[config.mk]
export PLATFORM = sky130hd
export DESIGN_NAME = act_requant_writer
export DESIGN_NICKNAME = d
export VERILOG_FILES = /design/src/rtl/lenet_pkg.sv /design/src/rtl/requant_sat.sv /design/src/rtl/act_requant_writer.sv
export SDC_FILE = /design/constraint.sdc
export NUM_CORES = 2
export LEC_CHECK = 0
export ABC_AREA = 1
export ABC_CLOCK_PERIOD_IN_PS = 10600
export CAP_MARGIN = 0
export CORE_MARGIN = 5
export CORE_UTILIZATION = 38
export DETAILED_ROUTE_END_ITERATION = 8
export SLEW_MARGIN = 5
export SYNTH_ARGS = -nofsm -noshare
export SYNTH_HDL_FRONTEND = slang
export SYNTH_SLANG_ARGS = --single-unit
[constraint.sdc]
create_clock -name clk -period 10.6 [get_ports clk]
set_input_delay 1.06 -clock clk [delete_from_list [all_inputs] [get_ports clk]]
set_output_delay 1.06 -clock clk [all_outputs]
set_load 0.05 [all_outputs]
[src/rtl/lenet_pkg.sv]
// rtl/lenet_pkg.sv - shared constants, FSM state type and int8 saturation helper for LeNet stages
package lenet_pkg;

    localparam int SHIFT = 16;

    localparam logic signed [63:0] Q_MAX  = 64'sd127;
    localparam logic signed [63:0] Q_MIN  = -64'sd128;
    localparam logic signed [63:0] Q_ZERO = 64'sd0;

    localparam logic [15:0] BASE_CONV1 = 16'd256;
    localparam logic [15:0] BASE_CONV2 = 16'd592;
    localparam logic [15:0] BASE_CONV3 = 16'd692;
    localparam logic [15:0] BASE_FC1   = 16'd722;
    localparam logic [15:0] BASE_FC2   = 16'd743;

    typedef enum logic [1:0] {
        ST_IDLE  = 2'd0,
        ST_RUN   = 2'd1,
        ST_FLUSH = 2'd2,
        ST_DONE  = 2'd3
    } state_e;

    // ReLU only raises the lower bound; the upper bound stays at +127.
    function automatic logic [7:0] sat_int8(input logic signed [63:0] q, input logic relu);
        logic signed [63:0] lo;
        lo = relu ? Q_ZERO : Q_MIN;
        if (q > Q_MAX)
            return 8'h7F;
        else if (q < lo)
            return lo[7:0];
        else
            return q[7:0];
    endfunction

endpackage

[src/rtl/requant_sat.sv]
// rtl/requant_sat.sv - multiply by unsigned scale, floor-shift, saturate to int8, one register stage
module requant_sat
    import lenet_pkg::*;
#(
    parameter int SHIFT_AMT = lenet_pkg::SHIFT
) (
    input  logic        clk,
    input  logic        rst_n,
    input  logic        in_valid,
    input  logic        in_last,
    input  logic [31:0] in_data,
    input  logic [31:0] scale,
    input  logic        relu_en,
    output logic        out_valid,
    output logic        out_last,
    output logic [7:0]  out_byte
);

    logic signed [63:0] prod;
    logic signed [63:0] q;

    // The 32x33 signed product always fits in 64 bits, so truncation is exact.
    assign prod = $signed({{32{in_data[31]}}, in_data}) * $signed({32'd0, scale});
    assign q    = prod >>> SHIFT_AMT;

    always_ff @(posedge clk or negedge rst_n) begin
        if (!rst_n) begin
            out_valid <= 1'b0;
            out_last  <= 1'b0;
            out_byte  <= 8'd0;
        end else begin
            out_valid <= in_valid;
            out_last  <= in_valid & in_last;
            if (in_valid)
                out_byte <= sat_int8(q, relu_en);
        end
    end

endmodule

[src/rtl/act_requant_writer.sv]
// rtl/act_requant_writer.sv - requantize accumulator stream to int8 and pack four bytes per SRAM word
module act_requant_writer
    import lenet_pkg::*;
#(
    parameter int SHIFT  = lenet_pkg::SHIFT,
    parameter int ADDR_W = 16
) (
    input  logic              clk,
    input  logic              rst_n,
    input  logic              start,
    input  logic [ADDR_W-1:0] base_addr,
    input  logic [31:0]       scale,
    input  logic              relu_en,
    input  logic              in_valid,
    output logic              in_ready,
    input  logic [31:0]       in_data,
    input  logic              in_last,
    output logic [3:0]        sram_act_wea1,
    output logic [ADDR_W-1:0] sram_act_addr1,
    output logic [31:0]       sram_act_wdata1,
    output logic              busy,
    output logic              done
);

    state_e            state;
    logic [ADDR_W-1:0] addr_next;
    logic [31:0]       scale_q;
    logic              relu_q;
    logic              accept;
    logic              v1, last1;
    logic [31:0]       d1;
    logic              v2, last2;
    logic [7:0]        b2;
    logic [1:0]        lane;
    logic [31:0]       hold;
    logic [31:0]       merged;
    logic [3:0]        mask;

    assign accept   = in_valid & in_ready;
    assign in_ready = (state == ST_RUN);
    assign busy     = (state != ST_IDLE);
    assign done     = (state == ST_DONE);

    always_ff @(posedge clk or negedge rst_n) begin
        if (!rst_n) begin
            v1    <= 1'b0;
            last1 <= 1'b0;
            d1    <= 32'd0;
        end else begin
            v1    <= accept;
            last1 <= accept & in_last;
            if (accept)
                d1 <= in_data;
        end
    end

    requant_sat #(.SHIFT_AMT(SHIFT)) u_requant_sat (
        .clk       (clk),
        .rst_n     (rst_n),
        .in_valid  (v1),
        .in_last   (last1),
        .in_data   (d1),
        .scale     (scale_q),
        .relu_en   (relu_q),
        .out_valid (v2),
        .out_last  (last2),
        .out_byte  (b2)
    );

    // Unfilled lanes of hold are always zero, so OR-ing in the new byte is enough.
    always_comb begin
        merged = hold | ({24'd0, b2} << {lane, 3'b000});
        case (lane)
            2'd0:    mask = 4'b0001;
            2'd1:    mask = 4'b0011;
            2'd2:    mask = 4'b0111;
            default: mask = 4'b1111;
        endcase
    end

    always_ff @(posedge clk or negedge rst_n) begin
        if (!rst_n) begin
            sram_act_wea1   <= 4'd0;
            sram_act_addr1  <= '0;
            sram_act_wdata1 <= 32'd0;
            addr_next       <= '0;
            scale_q         <= 32'd0;
            relu_q          <= 1'b0;
            lane            <= 2'd0;
            hold            <= 32'd0;
        end else begin
            sram_act_wea1 <= 4'd0;
            if (state == ST_IDLE && start) begin
                addr_next <= base_addr;
                scale_q   <= scale;
                relu_q    <= relu_en;
                lane      <= 2'd0;
                hold      <= 32'd0;
            end else if (v2) begin
                if (lane == 2'd3 || last2) begin
                    sram_act_wea1   <= mask;
                    sram_act_addr1  <= addr_next;
                    sram_act_wdata1 <= merged;
                    addr_next       <= addr_next + 1'b1;
                    lane            <= 2'd0;
                    hold            <= 32'd0;
                end else begin
                    hold <= merged;
                    lane <= lane + 2'd1;
                end
            end
        end
    end

    always_ff @(posedge clk or negedge rst_n) begin
        if (!rst_n) begin
            state <= ST_IDLE;
        end else begin
            case (state)
                ST_IDLE:  if (start) state <= ST_RUN;
                ST_RUN:   if (accept && in_last) state <= ST_FLUSH;
                // Last element always produces a write; once it is on the port the pipe is drained.
                ST_FLUSH: if (!v1 && !v2 && sram_act_wea1 != 4'd0) state <= ST_DONE;
                default:  state <= ST_IDLE;
            endcase
        end
    end

endmodule

Word-level counts from Yosys, hierarchy flattened
Index checks and enable logic that the tools add are counted.
- bits in registers: 181
- bits in latches: 0
- memory bits (writable): 0
- bits in read-only memories: 0
- output and inout bits: 55
- word-level logic and storage cells: 71
- memories: 0
- add/subtract/negate cells: 2
- multipliers: 1
- divide/modulo/power cells: 0
- $lt $le $gt $ge: 2
- equality and inequality tests: 9
- shift-type cells: 1
- multiplexer cells: 20
- bitwise operators: 5
- reduce and logical (&&, ||, !) cells: 16
- operators with widths (cell ; count):
    $mux 32 ; 3
    $lt 48x64->1 ; 1
    $mul 32x33->64 ; 1
    $mux 64 ; 1
    $gt 48x8->1 const B ; 1
    $mux 16 ; 3
    $or 32x32->32 ; 1
    $shl 8x5->32 ; 1
    $add 16x1->16 const B ; 1
    $mux 8 ; 2
    $mux 2 ; 6
    $mux 4 ; 3
    $pmux 4 s3 ; 1
    $eq 2x2->1 const B ; 4
    $pmux 2 s3 ; 1
    $reduce_and 3->1 ; 2
    $reduce_bool 2->1 ; 3
    $eq 2x1->1 const B ; 2
    $logic_and 1x1->1 ; 4
    $logic_not 2->1 ; 2
    $ne 2x2->1 const B ; 2
    $reduce_bool 4->1 ; 1
    $and 1x1->1 ; 3
    $add 2x1->2 const B ; 1
    5 further kinds ; 6

Longest topological paths before layout
- depth after elaboration: 5
- depth in mapped cells: 49
- gate-level depth less buffers: 47

Cells and area by module
A second synthesis with hierarchy kept.
- cell total of the unflattened synthesis: 6060
- area, all modules: 45159.6 sq um
- by module, submodules not included (module ; instances ; cells an instance ; area an instance (sq um)):
    requant_sat ; 1 ; 5229 ; 37972.7
    act_requant_writer ; 1 ; 831 ; 7186.9

Worst setup path before layout
OpenSTA, ideal clock, no wires.
- path kind: reg2reg
- start: register d1[3]
- end: register u_requant_sat.out_byte[0]
- arrival time: 7.818 ns
- required time: 10.523 ns
- setup slack: 2.704 ns
- cell stages (with the launch flop): 44
- path through: dfrtp_1 > clkbuf_1 > clkbuf_1 > nand2_1 > inv_1 > fa_1 > fa_1 > inv_1 > fa_1 > fa_1 > inv_1 > fa_1 > inv_1 > fa_1 > inv_1 > fa_1 > inv_1 > fa_1 > [... 8 more ...] > nand2_1 > nand2_1 > nand2_1 > nand2_1 > inv_1 > ha_1 > nand2_1 > nor4_1 > inv_1 > nor4_1 > nand2_1 > nand2_1 > nand2_1 > nand2_1 > nand2_2 > o21ai_0 > inv_1 > a21oi_1
- word-level cells in the longest chain between the ends: 4
- ends and longest elaborated chain (element ; RTL line ; source):
    from (decl) ; act_requant_writer.sv:31 ; logic [31:0] d1;
    from (signal assigned) ; act_requant_writer.sv:53 ; d1 <= in_data;
    $mul 32x33->64 (*) ; requant_sat.sv:23 ; assign prod = $signed({{32{in_data[31]}}, in_data}) * $signed({32'd0, scale});
    $lt 48x64->1 ; lenet_pkg.sv:29 ; else if (q < lo)
    $mux 8 ; lenet_pkg.sv:29 ;
    $mux 8 (*) ; lenet_pkg.sv:27 ; if (q > Q_MAX)
    to (signal assigned) ; requant_sat.sv:35 ; out_byte <= sat_int8(q, relu_en);
    to (decl) ; requant_sat.sv:16 ; output logic [7:0] out_byte
Every way passes the cells marked *; elsewhere a longest branch is shown, timed or not.
A chain may end at the register's enable or synchronous reset.

Final worst setup path
- start: register d1[6]
- end: register u_requant_sat.out_byte[4]
The elaborated chain is that of the path after synthesis.

==> results.cfg <==
[clocking]
cts.htree.levels = 4
cts_inserted_buffers = 17
clockBufferDepth = 2
cts_resized = 0
clock_latency_ns = 0.51
cts.sinks = 181
cts_post_setup_buffers_inserted = 0
cts.clk_slew.worst_paths_ns = 0.10
cts_tree = yes
clockRootBuffer = clkbuf_16
hold_buffers = 0

[route]
wire_per_inst_um = 16.7
wirelength_um = 124000
vias = 35200
ant_nets = 0
met1_length_um = 53500
viasPerCell = 4.72
drt-pass1-iter-count = 6
drt_iter0_markers = 2439
drc_errors = 0
top_layer = met5
wl_met3_um = 6690
wl_met2_um = 60100

[grt]
overflow = 0
grt_pass1_vias = 36800
track_usage_pct = 20.4
grt_max_degree = 100
grt_antenna_before_repair = 5
grt_pass1_wl_um = 201000

[finish]
syn_to_final_growth_pct = 8.06
drive_above_1_share_pct = 3.02
stdcell_count = 7456
nets = 7235

[timing]
tns_ns = 0
worst_slack_ns = 1.26
hold_viol = 0
period_minus_slack_ns = 9.34
skew_ns = 0.0178
rsz0062_at_grt = false
fin_crit_sh_pct = 88.1
drv_slew = 0
worst_pin_slew_ns = 1.14
fmax_ghz = 0.107
setup_viol = 0
relSlewSlack_pct = 23.9
holdWs_ns = 0.456

[floorplanning]
die_w_um = 353
pin_count = 141
std_cell_rows = 125
coreArea_mm2 = 0.117
die_y_um = 353
start_util_pct = 38.4
dieArea_mm2 = 0.125

[logic_synthesis]
synth_common_cells = 1827 x inv_1, 1734 x nand2_1, 896 x fa_1
yosysWarnings = 0
synth_flop_cell = dfrtp_1
syn_inst = 5948
synth_cell_types = 35
syn_area_mm2 = 0.0447
syn_nets = 7266
synth_top_area_share_pct = 40.1
ys_ff_latch = 181
synth_area_leaders = fa_1 40%, inv_1 15%, nand2_1 15%
avgSynthCellArea_um2 = 7.51
synth_seq_area_share_pct = 10.1
synth_top_area_cell = fa_1
synth_edf_count = 0
synthArstFlopShare_pct = 100
synth_most_common_cell = inv_1

[worst_setup_path]
ff2ff_path_depth = 37
arrival_ns = 9.78
r2r_start = d1[6]
setup.worst_path.start_class = register
max_stage_delay_ns = 1.06
setup.worst_path.end_class = register
crit_path_frequent_cell = nand2_1
slowest_stage = dfrtp_1
crit_required_ns = 11.04
reg2reg_to = u_requant_sat.out_byte[4]
r2r_setup_slack_ns = 1.26
critical_path.max_fanout = 23
crit_type = register to register

[hold_path]
hold_depth = 2
hp-start = last1
hold_end = u_requant_sat.out_last
min_path_type = register to register

[placement]
place_inst = 7422
dp_hpwl_um = 105000
preCtsSetupSlack_ns = 1.29
port_buffers = 140
finalWeightedCongestion = 0.949

[status]
outcome = finished clean

[job]
max-cap-violations = 0
## routing by layer
| layer | global-route usage [%] | vias to the layer above |
|---|---|---|
| met1 | 27.2 | 17500 |
| met5 | 0 | - |
| li1 | - | 16600 |
| met4 | 6.65 | 2 |
| met3 | 2.64 | 187 |
| met2 | 34.5 | 941 |
## critical path: cells and delay by family (launching register included)
family | cells | cell delay [ns]
AO/OA/AOI/OAI | 6 | 1.04
flip-flops | 1 | 1.06
AND/OR/NAND/NOR | 12 | 1.29
XOR/XNOR | 1 | 0.36
adder cells (fa/ha/maj) | 10 | 4.70
buffers and inverters | 8 | 0.79
## cells in the final DEF (no fill, tap or decap), types with 11 or more instances in the layout
cell                n
nand3_1            68
clkdlybuf4s50_1   139
xor2_1             15
o22ai_1            19
fa_1              896
ha_1              336
nor2_1            184
inv_1            1827
a22oi_1            12
or2_2              16
nand2_1          1733
buf_4             100
nor3_1             21
nand4_1            16
clkbuf_16          17
xnor2_1            16
a21oi_1           111
dfrtp_1           179
inv_2              11
o21bai_1           12
o21ai_0           110
## flip-flops by register name (all words and copies together) (netlist names), 2 cells and up
signal	cells
sram_act_wdata1	32
sram_act_addr1	16
lane	2
sram_act_wea1	4
scale_q	32
addr_next	16
hold	32
d1	32
u_requant_sat.out_byte	8
state	2
## cells by family after synthesis
group | after synthesis | synth area share (%)
AO/OA/AOI/OAI | 299 | 3.71
XOR/XNOR | 31 | 0.608
adder cells (fa/ha/maj) | 1232 | 49.5
buffers and inverters | 2131 | 17.9
flip-flops | 181 | 10.1
AND/OR/NAND/NOR | 2074 | 18.1
## how the worst max path moves through the flow
stage                start                   endpoint  slack, ns
6_report             d1[6]  u_requant_sat.out_byte[4]       1.26
5_1_grt              d1[6]  u_requant_sat.out_byte[6]       0.57
4_1_cts        scale_q[16]  u_requant_sat.out_byte[0]       1.24
3_5_place_dp   scale_q[16]  u_requant_sat.out_byte[0]       1.29
3_3_place_gp         d1[6]  u_requant_sat.out_byte[6]       1.25
2_1_floorplan        d1[3]  u_requant_sat.out_byte[0]       2.70
## per-stage QoR
| step | area [um2] | util [%] |
|---|---|---|
| floorplan | 44700 | - |
| global placement | 47700 | 40.9 |
| detailed placement | 47700 | 40.9 |
| CTS | 48300 | 41.4 |
| global route | 48300 | 41.4 |
| finish | 48300 | 41.4 |
## area by class of cell
type                    instances  area [um2]
diodes                          2        5.00
clock buffers                  18         439
clock inverters                14         176
fillers                     11900       68200
inverters                    1841        6910
multi-input cells            3636       32200
flip-flops and latches        181        4530
well taps                    1524        1910
repair buffers                240        2160
Power is not shown: default switching activity piles up to over one toggle a cycle in this logic, so the estimate is an artifact.
